`config.mk`:
```
export PLATFORM = sky130hd
export DESIGN_NAME = cus47_decoder
export DESIGN_NICKNAME = d
export VERILOG_FILES = /design/src/rtl/cus47_decoder.sv
export SDC_FILE = /design/constraint.sdc
export NUM_CORES = 1
export LEC_CHECK = 0
export ABC_AREA = 1
export ABC_CLOCK_PERIOD_IN_PS = 3100
export CAP_MARGIN = 10
export CORE_ASPECT_RATIO = 1.5
export CORE_MARGIN = 4
export CORE_UTILIZATION = 35
export CTS_BUF_LIST = sky130_fd_sc_hd__clkbuf_16
export DETAILED_ROUTE_END_ITERATION = 8
export PLACE_DENSITY = 0.59
export SETUP_SLACK_MARGIN = 0.5
export SLEW_MARGIN = 30
export SYNTH_ARGS = -nofsm -noshare
export SYNTH_HDL_FRONTEND = slang
export SYNTH_SLANG_ARGS = --single-unit
```
`constraint.sdc`:
```
create_clock -name CLK_6M -period 3.1 [get_ports CLK_6M]
set_input_delay 0.62 -clock CLK_6M [delete_from_list [all_inputs] [get_ports CLK_6M]]
set_output_delay 0.62 -clock CLK_6M [all_outputs]
set_load 0.01 [all_outputs]
```
`src/rtl/cus47_decoder.sv`:
```
// ---------------------------------------------------------------------------
// cus47_decoder
//
// Main/sub CPU support chip for the System 86 board. Sits between the CUS27
// timing generator and the main CPU bus.
//
//   * Derives quadrature 6809E clocks (E/Q) for the main CPU and an
//     anti-phase pair for the sub CPU from CLK_6M, locked to CLK_2H.
//   * Holds the CPUs in reset for RESET_CYCLES CLK_6M edges after rst.
//   * Latches the VBLANK interrupt until the main CPU acknowledges it.
//   * Decodes main-CPU address bits A[15:10] into memory chip selects,
//     latch write strobes, the video buffer enable and a ROM bank bit.
//
// Ports
//   CLK_6M        in   6.144 MHz system clock, rising edge
//   rst           in   asynchronous reset, active low
//   CLK_2H        in   CLK_6M/4 phase reference from CUS27
//   nVBLK         in   vertical blank, active low
//   nWE           in   main CPU write strobe, active low
//   A[5:0]        in   main CPU address bits [15:10]
//   nRES          out  CPU reset, active low
//   ME, MQ        out  main CPU E/Q clocks
//   SUBE, SUBQ    out  sub CPU E/Q clocks (inverse of ME/MQ)
//   nIRQ          out  main CPU IRQ, active low
//   nSCR0, nSCR1  out  tilemap RAM selects          (0000-1FFF, 2000-3FFF)
//   nSND          out  sound/shared RAM select      (4000-43FF)
//   nOBJ          out  sprite RAM select            (4400-5FFF)
//   nSPGM         out  banked ROM select            (6000-7FFF)
//   nMPGM         out  program ROM select           (8000-FFFF, reads)
//   nLTH0..2      out  scroll/colour latch strobes  (9000, 9400, A000)
//   nBUFEN        out  video-side data buffer enable, active low
//   BANK          out  banked ROM page select
// ---------------------------------------------------------------------------
module cus47_decoder #(
    parameter int RESET_CYCLES = 32
) (
    input  logic       CLK_6M,
    input  logic       rst,
    input  logic       CLK_2H,
    input  logic       nVBLK,
    input  logic       nWE,
    input  logic [5:0] A,
    output logic       nRES,
    output logic       ME,
    output logic       MQ,
    output logic       SUBE,
    output logic       SUBQ,
    output logic       nIRQ,
    output logic       nSCR0,
    output logic       nSCR1,
    output logic       nSND,
    output logic       nOBJ,
    output logic       nSPGM,
    output logic       nMPGM,
    output logic       nLTH0,
    output logic       nLTH1,
    output logic       nLTH2,
    output logic       nBUFEN,
    output logic       BANK
);

    // Address-page codes (A[15:10]) of the write-only registers.
    localparam logic [5:0] ADDR_IRQ_ACK = 6'h21;   // 8400-87FF
    localparam logic [5:0] ADDR_BANK_LO = 6'h22;   // 8800-8BFF
    localparam logic [5:0] ADDR_BANK_HI = 6'h23;   // 8C00-8FFF
    // Latch strobe pages, index 0..2 -> nLTH0..nLTH2 (9000, 9400, A000).
    localparam logic [17:0] LTH_ADDRS   = {6'h28, 6'h25, 6'h24};

    localparam int               CNT_W    = $clog2(RESET_CYCLES + 1);
    localparam logic [CNT_W-1:0] RES_LAST = CNT_W'(RESET_CYCLES - 1);

    // -----------------------------------------------------------------------
    // Phase counter and CPU clocks
    // -----------------------------------------------------------------------
    logic       clk2hPrevReg;
    logic       clk2hRise;
    logic [1:0] phReg;
    logic [1:0] phNext;
    logic       meReg;
    logic       mqReg;
    logic       subeReg;
    logic       subqReg;

    // A CLK_2H rising edge pins the counter to phase 1, so the free-running
    // count and the CUS27 reference can never drift apart.
    assign clk2hRise = CLK_2H & ~clk2hPrevReg;

    always_comb begin
        phNext = phReg + 2'd1;
        if (clk2hRise) begin
            phNext = 2'd1;
        end
    end

    // Clock outputs are registered from the next phase value so that they
    // track the phase counter exactly without a decode glitch on the pins.
    always_ff @(posedge CLK_6M or negedge rst) begin
        if (!rst) begin
            clk2hPrevReg <= 1'b0;
            phReg        <= 2'd0;
            meReg        <= 1'b0;
            mqReg        <= 1'b0;
            subeReg      <= 1'b1;
            subqReg      <= 1'b1;
        end else begin
            clk2hPrevReg <= CLK_2H;
            phReg        <= phNext;
            meReg        <= phNext[1];
            mqReg        <= phNext[1] ^ phNext[0];
            subeReg      <= ~phNext[1];
            subqReg      <= ~(phNext[1] ^ phNext[0]);
        end
    end

    assign ME   = meReg;
    assign MQ   = mqReg;
    assign SUBE = subeReg;
    assign SUBQ = subqReg;

    // -----------------------------------------------------------------------
    // Power-on CPU reset
    // -----------------------------------------------------------------------
    logic [CNT_W-1:0] resCntReg;
    logic             nResReg;

    // The counter freezes once nRES is released; only rst restarts it.
    always_ff @(posedge CLK_6M or negedge rst) begin
        if (!rst) begin
            resCntReg <= '0;
            nResReg   <= 1'b0;
        end else if (!nResReg) begin
            if (resCntReg == RES_LAST) begin
                nResReg <= 1'b1;
            end else begin
                resCntReg <= resCntReg + 1'b1;
            end
        end
    end

    assign nRES = nResReg;

    // -----------------------------------------------------------------------
    // Address decode
    // -----------------------------------------------------------------------
    logic       decEn;
    logic       wrPhase;
    logic [2:0] lthHit;
    logic [2:0] lthActive;
    logic       irqAck;
    logic       bankClr;
    logic       bankSet;

    // Nothing on the bus is decoded while the CPUs are held in reset.
    assign decEn   = nResReg;
    // Register writes are only honoured during the E-high half of the
    // 6809 bus cycle, when the address and data are stable.
    assign wrPhase = decEn & ~nWE & meReg;

    genvar gi;
    generate
        for (gi = 0; gi < 3; gi++) begin : gLth
            assign lthHit[gi]    = (A == LTH_ADDRS[gi*6 +: 6]);
            assign lthActive[gi] = wrPhase & lthHit[gi];
        end
    endgenerate

    assign nLTH0 = ~lthActive[0];
    assign nLTH1 = ~lthActive[1];
    assign nLTH2 = ~lthActive[2];

    // The video buffer is opened for every access to the lower half of the
    // map (video RAMs) and for the latch writes in the upper half.
    assign nBUFEN = ~(decEn & (~A[5] | (|lthActive)));

    assign irqAck  = wrPhase & (A == ADDR_IRQ_ACK);
    assign bankClr = wrPhase & (A == ADDR_BANK_LO);
    assign bankSet = wrPhase & (A == ADDR_BANK_HI);

    always_comb begin
        nSCR0 = 1'b1;
        nSCR1 = 1'b1;
        nSND  = 1'b1;
        nOBJ  = 1'b1;
        nSPGM = 1'b1;
        nMPGM = 1'b1;
        if (decEn) begin
            case (A[5:3])
                3'b000: nSCR0 = 1'b0;
                3'b001: nSCR1 = 1'b0;
                3'b010: begin
                    // Only the first 1 KB of the 4000 page is shared RAM;
                    // the remainder belongs to the sprite RAM.
                    if (A[2:0] == 3'b000) begin
                        nSND = 1'b0;
                    end else begin
                        nOBJ = 1'b0;
                    end
                end
                3'b011: nSPGM = 1'b0;
                default: begin
                    // Upper half is ROM for reads; writes there hit the
                    // register pages instead and must not drive the ROM.
                    if (nWE) begin
                        nMPGM = 1'b0;
                    end
                end
            endcase
        end
    end

    // -----------------------------------------------------------------------
    // VBLANK interrupt
    // -----------------------------------------------------------------------
    logic vblkReg;
    logic vblkPrevReg;
    logic vblkFall;
    logic nIrqReg;

    // Two-stage capture: the first stage synchronises nVBLK, the second
    // provides the previous value for edge detection. Edge (not level)
    // triggering means a still-low nVBLK cannot re-raise an acknowledged IRQ.
    assign vblkFall = vblkPrevReg & ~vblkReg;

    always_ff @(posedge CLK_6M or negedge rst) begin
        if (!rst) begin
            vblkReg     <= 1'b1;
            vblkPrevReg <= 1'b1;
            nIrqReg     <= 1'b1;
        end else begin
            vblkReg     <= nVBLK;
            vblkPrevReg <= vblkReg;
            // A new VBLANK wins over a simultaneous acknowledge so that no
            // frame interrupt is ever lost.
            if (vblkFall) begin
                nIrqReg <= 1'b0;
            end else if (irqAck) begin
                nIrqReg <= 1'b1;
            end
        end
    end

    assign nIRQ = nIrqReg;

    // -----------------------------------------------------------------------
    // ROM bank select
    // -----------------------------------------------------------------------
    logic bankReg;

    always_ff @(posedge CLK_6M or negedge rst) begin
        if (!rst) begin
            bankReg <= 1'b0;
        end else if (bankSet) begin
            bankReg <= 1'b1;
        end else if (bankClr) begin
            bankReg <= 1'b0;
        end
    end

    assign BANK = bankReg;

endmodule

```
## Word-level counts from Yosys, hierarchy flattened

Cells that the tools add are included.

| storage, ports and cells | value |
|---|---|
| word-level logic and storage cells | 78 |
| input bits | 11 |
| bits in registers | 18 |

| operators by class | value |
|---|---|
| equality and inequality tests | 10 |
| bitwise operators | 25 |
| multiplexer cells | 22 |
| reductions and logical operators | 7 |
| add/sub/neg operators | 2 |

Operators by type and width:

| kind | count |
|---|---|
| 6-bit == test (second input constant) | 6 |
| 1-bit two-way mux | 21 |
| 1-bit inverter | 12 |
| 1-bit bitwise AND | 11 |
| 6-bit by 1-bit adder with 6-bit output (second input constant) | 1 |
| 3-bit by 2-bit == test with 1-bit output (second input constant) | 2 |
| 6-bit by 5-bit == test with 1-bit output (second input constant) | 1 |
| 3-bit logical NOT | 2 |
| 2-bit nonzero test | 2 |
| 4-bit OR reduction | 1 |
| 3-bit by 1-bit == test with 1-bit output (second input constant) | 1 |
| 3-bit OR reduction | 1 |
| 2-bit by 1-bit adder with 2-bit output (second input constant) | 1 |
| 2-bit two-way mux | 1 |
| 2-bit AND reduction | 1 |
| 1-bit OR | 1 |
| 1-bit XOR | 1 |

## Depth between registers and ports, before layout

Gate-level depths: netlist of run 1.

| depth | value |
|---|---|
| depth in word-level cells | 8 |
| depth in mapped cells | 8 |
| depth with buffers taken out | 8 |

## Worst setup path after synthesis of run 1

OpenSTA, ideal clock, no wires.

| timing | value |
|---|---|
| path type | input to output |
| from | in A[0] |
| to | out nBUFEN |
| required time | 2.480 ns |
| cell stages on the path | 6 |
| setup slack | 1.333 ns |
| arrival | 1.147 ns |
| cells stage by stage | nor2_1 -> nand3_1 -> nor2_1 -> nor2_1 -> nand2_1 -> nand2_1 |

| between the ends | value |
|---|---|
| longest elaborated chain between the ends | 6 |
| elaborated cells between the ends (all ways) | 10 |

RTL lines:

| element | line | RTL |
|---|---|---|
| start, declared | 42 | `input logic [5:0] A,` |
| 6-bit == test | 162 | `assign lthHit[gi] = (A == LTH_ADDRS[gi*6 +: 6]);` |
| 1-bit bitwise AND | 163 | `assign lthActive[gi] = wrPhase & lthHit[gi];` |
| 3-bit OR reduction * | 173 | `assign nBUFEN = ~(decEn & (~A[5] \| (\|lthActive)));` |
| 1-bit OR * | 173 |  |
| 1-bit bitwise AND * | 173 |  |
| 1-bit inverter * | 173 |  |
| end, declared | 58 | `output logic nBUFEN,` |

Every way passes the cells marked *; elsewhere a longest branch is shown, timed or not.

## Worst setup path after layout of run 1

| timing | value |
|---|---|
| from | in A[2] |
| to | out nBUFEN |

The elaborated chain is that of the path after synthesis.

==> impl_metrics.json, run 1 <==
{
  "clkLatencyLatePin_ns": 0.24,
  "top_usage_layer": "met2",
  "period_minus_slack_ns": 2.476,
  "grt-ovfl-total": 0,
  "use_met2": 0.2151,
  "finalCritPeriodShare": 0.7988,
  "slew_violations": 0,
  "post-dp-hpwl_um": 1472,
  "clock_sinks": 17,
  "ys_ff_latch": 17,
  "worst_hold_slack_ns": 0.3670,
  "dp.cells": 154,
  "use_met3": 0.03017,
  "drcViolationCount": 0,
  "core_um2": 2312,
  "cts_tree": "yes",
  "cts_buffer_depth": 2,
  "cts_made_buffers": 3,
  "avgViaCountPerCell": 4.800,
  "vias": 768,
  "syn_area_um2": 868.3,
  "clkTransAtPathRegs_ns": 0.05,
  "first_pass_iters": 4,
  "cp_top_family": "buffers and inverters",
  "fp-row-count": 21,
  "finalPower_uw": 593.6,
  "die_w_um": 48.67,
  "peakVddDrop_v": 0.0003142,
  "setup_violations": 0,
  "layout.nets": 150,
  "status": "completed",
  "synth_ff_type": "dfrtp_1",
  "synth_common_cells": "nand2_1, inv_1, dfrtp_1",
  "syn_inst": 105,
  "relSlewSlack": 0.5154,
  "cp_slowest_cell": "clkdlybuf4s50_1",
  "cpMostUsedCell": "nand2_1",
  "die_area_um2": 3358,
  "antenna_left": 0,
  "dp_slack_ns": 0.2399,
  "worstPathRequired_ns": 2.48,
  "synth_top_area_cell": "dfrtp_1",
  "track_usage": 0.1246,
  "crit_arrival_ns": 1.86,
  "synth_nets": 117,
  "start_util": 0.3755,
  "worst_pin_slew_ns": 0.7247,
  "htree_levels": 1,
  "drive_above_1_share": 0.1898,
  "place_congestion": 0.7675,
  "setup.worst_path.start": "A[2]",
  "synth_area_per_cell_um2": 8.270,
  "nFillCells": 209,
  "cap_violations": 0,
  "diodes": 0,
  "ys_types": 20,
  "p_leak_nw": 0.6503,
  "layoutNonFillerInstCount": 160,
  "critical_path_class": "in2out",
  "grt_max_degree": 18,
  "hold_class": "reg2reg",
  "multi_input_area_um2": 400.4,
  "slowest_delay_ns": 0.47,
  "design_area_um2": 1296,
  "routedWlPerCell_um": 11.86,
  "yosys_warnings": 0,
  "r2r-start": "resCntReg[0]",
  "grt_pass1_wl_um": 3346,
  "clock-root-buffer": "clkbuf_16",
  "numPortBuffers": 27,
  "pin_count": 28,
  "synth.area.top_cells": "dfrtp_1, dfstp_2, nand2_1, inv_1, nor2_1",
  "hold_path_startpoint": "vblkReg",
  "synth_seq_area_share": 0.4971,
  "fp.dieH_um": 69,
  "seq_area_um2": 431.7,
  "yosysTopAreaCellShare": 0.3458,
  "powerDensity_nw_per_um2": 458.0,
  "setup_ws_ns": 0.6237,
  "finalSetupTns_ns": 0,
  "hold_violations": 0,
  "crit_path_max_fanout": 4,
  "drt-initial-drc-count": 8,
  "rsz0062_at_grt": "no",
  "areaGrowthSynthToFinish_pct": 49.28,
  "met1_usage": 0.1378,
  "fmax_mhz": 403.8,
  "postPlaceCellArea_um2": 1160,
  "post-route-util": 0.5606,
  "endpoint_kind": "primary output",
  "clock-skew-final_ns": 0.0008991,
  "yosysMostFrequentCell": "nand2_1",
  "cp_cell_sequence": "clkdlybuf4s50_1 -> inv_2 -> nor2_4 -> nand2_1 -> nor2_2 -> nor2_1 -> nand2_1 -> nand2_1 -> dlygate4sd2_1",
  "wl_um": 1897,
  "postCtsHoldBufs": 0,
  "antenna_found_initial": 0,
  "startpoint_type": "primary input",
  "synth-edff-count": 0,
  "path_buf_inv": 3,
  "grt_pass1_vias": 744,
  "async_flop_share": 1.000
}
[layout by cell type (no fill, tap or decap), drive strengths merged]
| cell type | synthesis | layout |
|---|---|---|
| nand3 | 8 | 8 |
| buf | 1 | 2 |
| nor2 | 14 | 14 |
| dlygate4sd2 | 0 | 6 |
| nand4 | 6 | 6 |
| a21oi | 2 | 2 |
| dfrtp | 12 | 12 |
| nor4 | 1 | 1 |
| xnor2 | 3 | 3 |
| dfstp | 5 | 5 |
| clkdlybuf4s50 | 0 | 15 |
| xor2 | 1 | 1 |
| ha | 1 | 1 |
| dlymetal6s2s | 0 | 6 |
| nand2 | 31 | 31 |
| inv | 17 | 18 |
| o21ai | 3 | 3 |
| clkbuf | 0 | 3 |
[worst paths after layout]
path / end / slack (ns) / depth (start not counted)
hold reg to reg: vblkPrevReg / 0.37 / 0
setup / recovery: nBUFEN / 0.62 / 9
min in group asynchronous: resCntReg[3] / 0.81 / 1
setup reg to reg: resCntReg[4] / 1.82 / 8
max in group asynchronous: resCntReg[1] / 1.83 / 1
hold / removal: vblkPrevReg / 0.37 / 0
[power breakdown]
| part | switching, mW | internal, mW |
|---|---|---|
| sequential | 0.00862 | 0.242 |
| combinational | 0.0463 | 0.0491 |
| clock | 0.0768 | 0.171 |
| total | 0.132 | 0.462 |
[timing repair]
item / CTS / global route
pin swaps: 1 / 2
setup endpoints to repair: 6 / 4
resized for setup: 9 / 11
setup buffers: 1 / 1
[final cells by class]
cell class | instances | area share
sequential | 17 | 0.3330
multi-input combinational | 70 | 0.3089
timing repair buffer | 29 | 0.2259
clock buffer | 3 | 0.05792
inverter | 17 | 0.04923
tap | 23 | 0.02220
clock inverter | 1 | 0.002896
[logic make-up (layout without fill, tap and decap cells)]
family	count (synthesis)	count (layout)	synth area share
simple gates	60	60	0.3372
buf+inv	18	50	0.08213
flops	17	17	0.4971
compound gates	5	5	0.02881
xor+xnor	4	4	0.04035
fa+ha+maj	1	1	0.01441
[worst register-to-register path, stage by stage, from the launching register on]
cell and delay [ns]:
dfrtp_1 0.38, ha_1 0.20, inv_1 0.07, nor2_4 0.12
nand3_2 0.11, nand2_4 0.13, inv_2 0.05, nand2_1 0.05
nand2_1 0.05
[per-layer routing]
metal | vias to the layer above | share of wire
li1 | 394 | -
met5 | - | 0
met2 | 23 | 0.53
met1 | 347 | 0.39
met4 | 0 | 0.015
met3 | 4 | 0.070
[state kept, by name (all words and copies together), names as in the netlist]
register and count:
resCntReg 6, BANK 1, ME 1, MQ 1
SUBE 1, SUBQ 1, clk2hPrevReg 1, nIRQ 1
nRES 1, phReg 1, vblkPrevReg 1, vblkReg 1
No activity file was read; power rests on OpenSTA's default activity.
==> run 2, diff against run 1 <==
--- a/config.mk
+++ b/config.mk
@@ -6,7 +6,7 @@
 export NUM_CORES = 1
 export LEC_CHECK = 0
 export ABC_AREA = 1
-export ABC_CLOCK_PERIOD_IN_PS = 3100
+export ABC_CLOCK_PERIOD_IN_PS = 2600
 export CAP_MARGIN = 10
 export CORE_ASPECT_RATIO = 1.5
 export CORE_MARGIN = 4
==> constraint.sdc (replaced) <==
create_clock -name CLK_6M -period 2.6 [get_ports CLK_6M]
set_input_delay 0.52 -clock CLK_6M [delete_from_list [all_inputs] [get_ports CLK_6M]]
set_output_delay 0.52 -clock CLK_6M [all_outputs]
set_load 0.01 [all_outputs]
==> run 2 against run 1 <==
  * Final cell count grew 1.3%
  * Non-clock buffer count grew 2
  * Setup slack got worse by 0.071 ns
  * Core utilization shrank 0.76 points
  * Via count increased by 2.2%
  * Die area stayed put
  * Sequential share of layout area up 0.55 points
  * Cell area shrank 1.4%
  * Critical endpoint is now nMPGM
  * Largest cell class unchanged
==> impl_metrics.json, run 2 (synthesized netlist as in run 1, its figures left out) <==
{
  "layoutNonFillerInstCount": 162,
  "slowest_delay_ns": 0.54,
  "fp-row-count": 21,
  "regMostFlops": "resCntReg",
  "clock_power_share": 0.416,
  "grt-ovfl-total": 0,
  "clock_sinks": 17,
  "cp_cell_sequence": "dlygate4sd2_1 -> buf_4 -> nand3_1 -> clkdlybuf4s50_1",
  "hold_depth": 0,
  "htree_levels": 1,
  "status": "completed",
  "antenna_found_initial": 0,
  "fp.dieH_um": 69,
  "pin_count": 28,
  "antenna_left": 0,
  "r2r_end": "resCntReg[3]",
  "start_util": 0.3755,
  "fmax_mhz": 488.4,
  "cts_buffer_depth": 2,
  "finalSetupTns_ns": 0,
  "clkLatencyLatePin_ns": 0.24,
  "die_area_um2": 3358,
  "first_pass_iters": 4,
  "hold_violations": 0,
  "pwr-share-comb": 0.158,
  "hold_path_startpoint": "vblkReg",
  "clkTransAtPathRegs_ns": 0.05,
  "routedWlPerCell_um": 12.33,
  "switching_share": 0.2213,
  "relSlewSlack": 0.5217,
  "worst_pin_slew_ns": 0.7152,
  "period_minus_slack_ns": 2.047,
  "drcViolationCount": 0,
  "drt-initial-drc-count": 17,
  "rsz0062_at_grt": "yes",
  "path_buf_inv": 3,
  "numPortBuffers": 27,
  "wl_um": 1997,
  "r2r-start": "resCntReg[0]",
  "crit_arrival_ns": 1.53,
  "critical_path_class": "in2out",
  "track_usage": 0.1343,
  "powerDensity_nw_per_um2": 550.2,
  "p_int_uw": 547.9,
  "r2r_slack_ns": 1.33,
  "place_congestion": 0.8057,
  "worstPathRequired_ns": 2.08,
  "peakVddDrop_v": 0.0004615,
  "p_leak_nw": 0.6313,
  "cts_made_buffers": 3,
  "diodes": 0,
  "cp_slowest_cell": "clkdlybuf4s50_1",
  "clock-skew-final_ns": 0.0004629,
  "grt_pass1_wl_um": 3546,
  "largest_reg_flops": 6,
  "final_common_cell": "nand2_1",
  "core_um2": 2312,
  "avgViaCountPerCell": 4.846,
  "setup_violations": 0,
  "seqPwrFrac": 0.426,
  "clock-root-buffer": "clkbuf_16",
  "finalCritPeriodShare": 0.7874,
  "slew_violations": 0,
  "ff2ff_path_depth": 8,
  "die_w_um": 48.67,
  "hold-path-endpoint": "vblkPrevReg",
  "layout.nets": 152,
  "dp.cells": 157,
  "grt_pass1_vias": 805,
  "cts_tree": "yes",
  "grt_max_degree": 18,
  "vias": 785,
  "drive_above_1_share": 0.2374,
  "cap_violations": 0,
  "crit_path_max_fanout": 2,
  "most-common-layout-cells": "nand2_1, inv_1, dfrtp_1, clkdlybuf4s50_1, nor2_1",
  "cp_top_family": "buffers and inverters",
  "endpoint_kind": "primary output",
  "p_switching_uw": 155.7,
  "startpoint_type": "primary input",
  "areaGrowthSynthToFinish_pct": 47.26,
  "hold_class": "reg2reg",
  "crit_cells": 4
}
## run 2: cell type report
| cell class | count | area [um^2] |
|---|---|---|
| clock inverters | 1 | 3.754 |
| flip-flops and latches | 17 | 432.9 |
| multi-input cells | 70 | 392.9 |
| clock buffers | 3 | 75.07 |
| inverters | 17 | 63.81 |
| repair buffers | 31 | 281.5 |
| well taps | 23 | 28.78 |
| fillers | 232 | 1033 |
## run 2: power groups by stage
stage | Sequential (mW) | Clock (mW) | Combinational (mW)
after CTS | 0.300 | 0.305 | 0.112
after floorplan | 0.309 | 0 | 0.0347
after global routing | 0.301 | 0.318 | 0.122
after global placement | 0.303 | 0 | 0.111
final | 0.299 | 0.293 | 0.111
after detailed placement | 0.304 | 0 | 0.112
## run 2: worst max-delay path by stage
stage,from,end,slack [ns]
3_5_place_dp,A[4],nOBJ,0.01
2_1_floorplan,A[0],nBUFEN,1.03
6_report,A[5],nMPGM,0.55
4_1_cts,A[2],nBUFEN,0.43
3_3_place_gp,A[1],nBUFEN,0.02
5_1_grt,A[1],nBUFEN,0.49
## run 2: per-stage QoR
step / worst slack [ns] / utilization / area, um^2 / power (mW) / hold WS (ns)
floorplan: 1.033 / - / 868.3 / 0.3440 / 0.2244
global placement: 0.02001 / 0.5114 / 1182 / 0.4133 / 0.3574
detailed placement: 0.01256 / 0.5114 / 1182 / 0.4158 / 0.3589
CTS: 0.4332 / 0.5476 / 1266 / 0.7170 / 0.3665
global route: 0.4882 / 0.5530 / 1279 / 0.7416 / 0.3736
finish: 0.5527 / 0.5530 / 1279 / 0.7036 / 0.3650
## run 2: what timing repair did
action	CTS	global route
setup endpoints to repair	10	5
gates resized for setup	32	6
setup buffers	0	1
pin swaps	4	3
hold buffers	0	0
## run 2: routing by layer
metal | global-route usage | vias up | routed length (um)
met3 | 0.04095 | 5 | 149
met1 | 0.1201 | 358 | 680
met5 | 0 | - | 0
li1 | - | 392 | -
met4 | 0.08084 | 0 | 55
met2 | 0.2500 | 30 | 1111
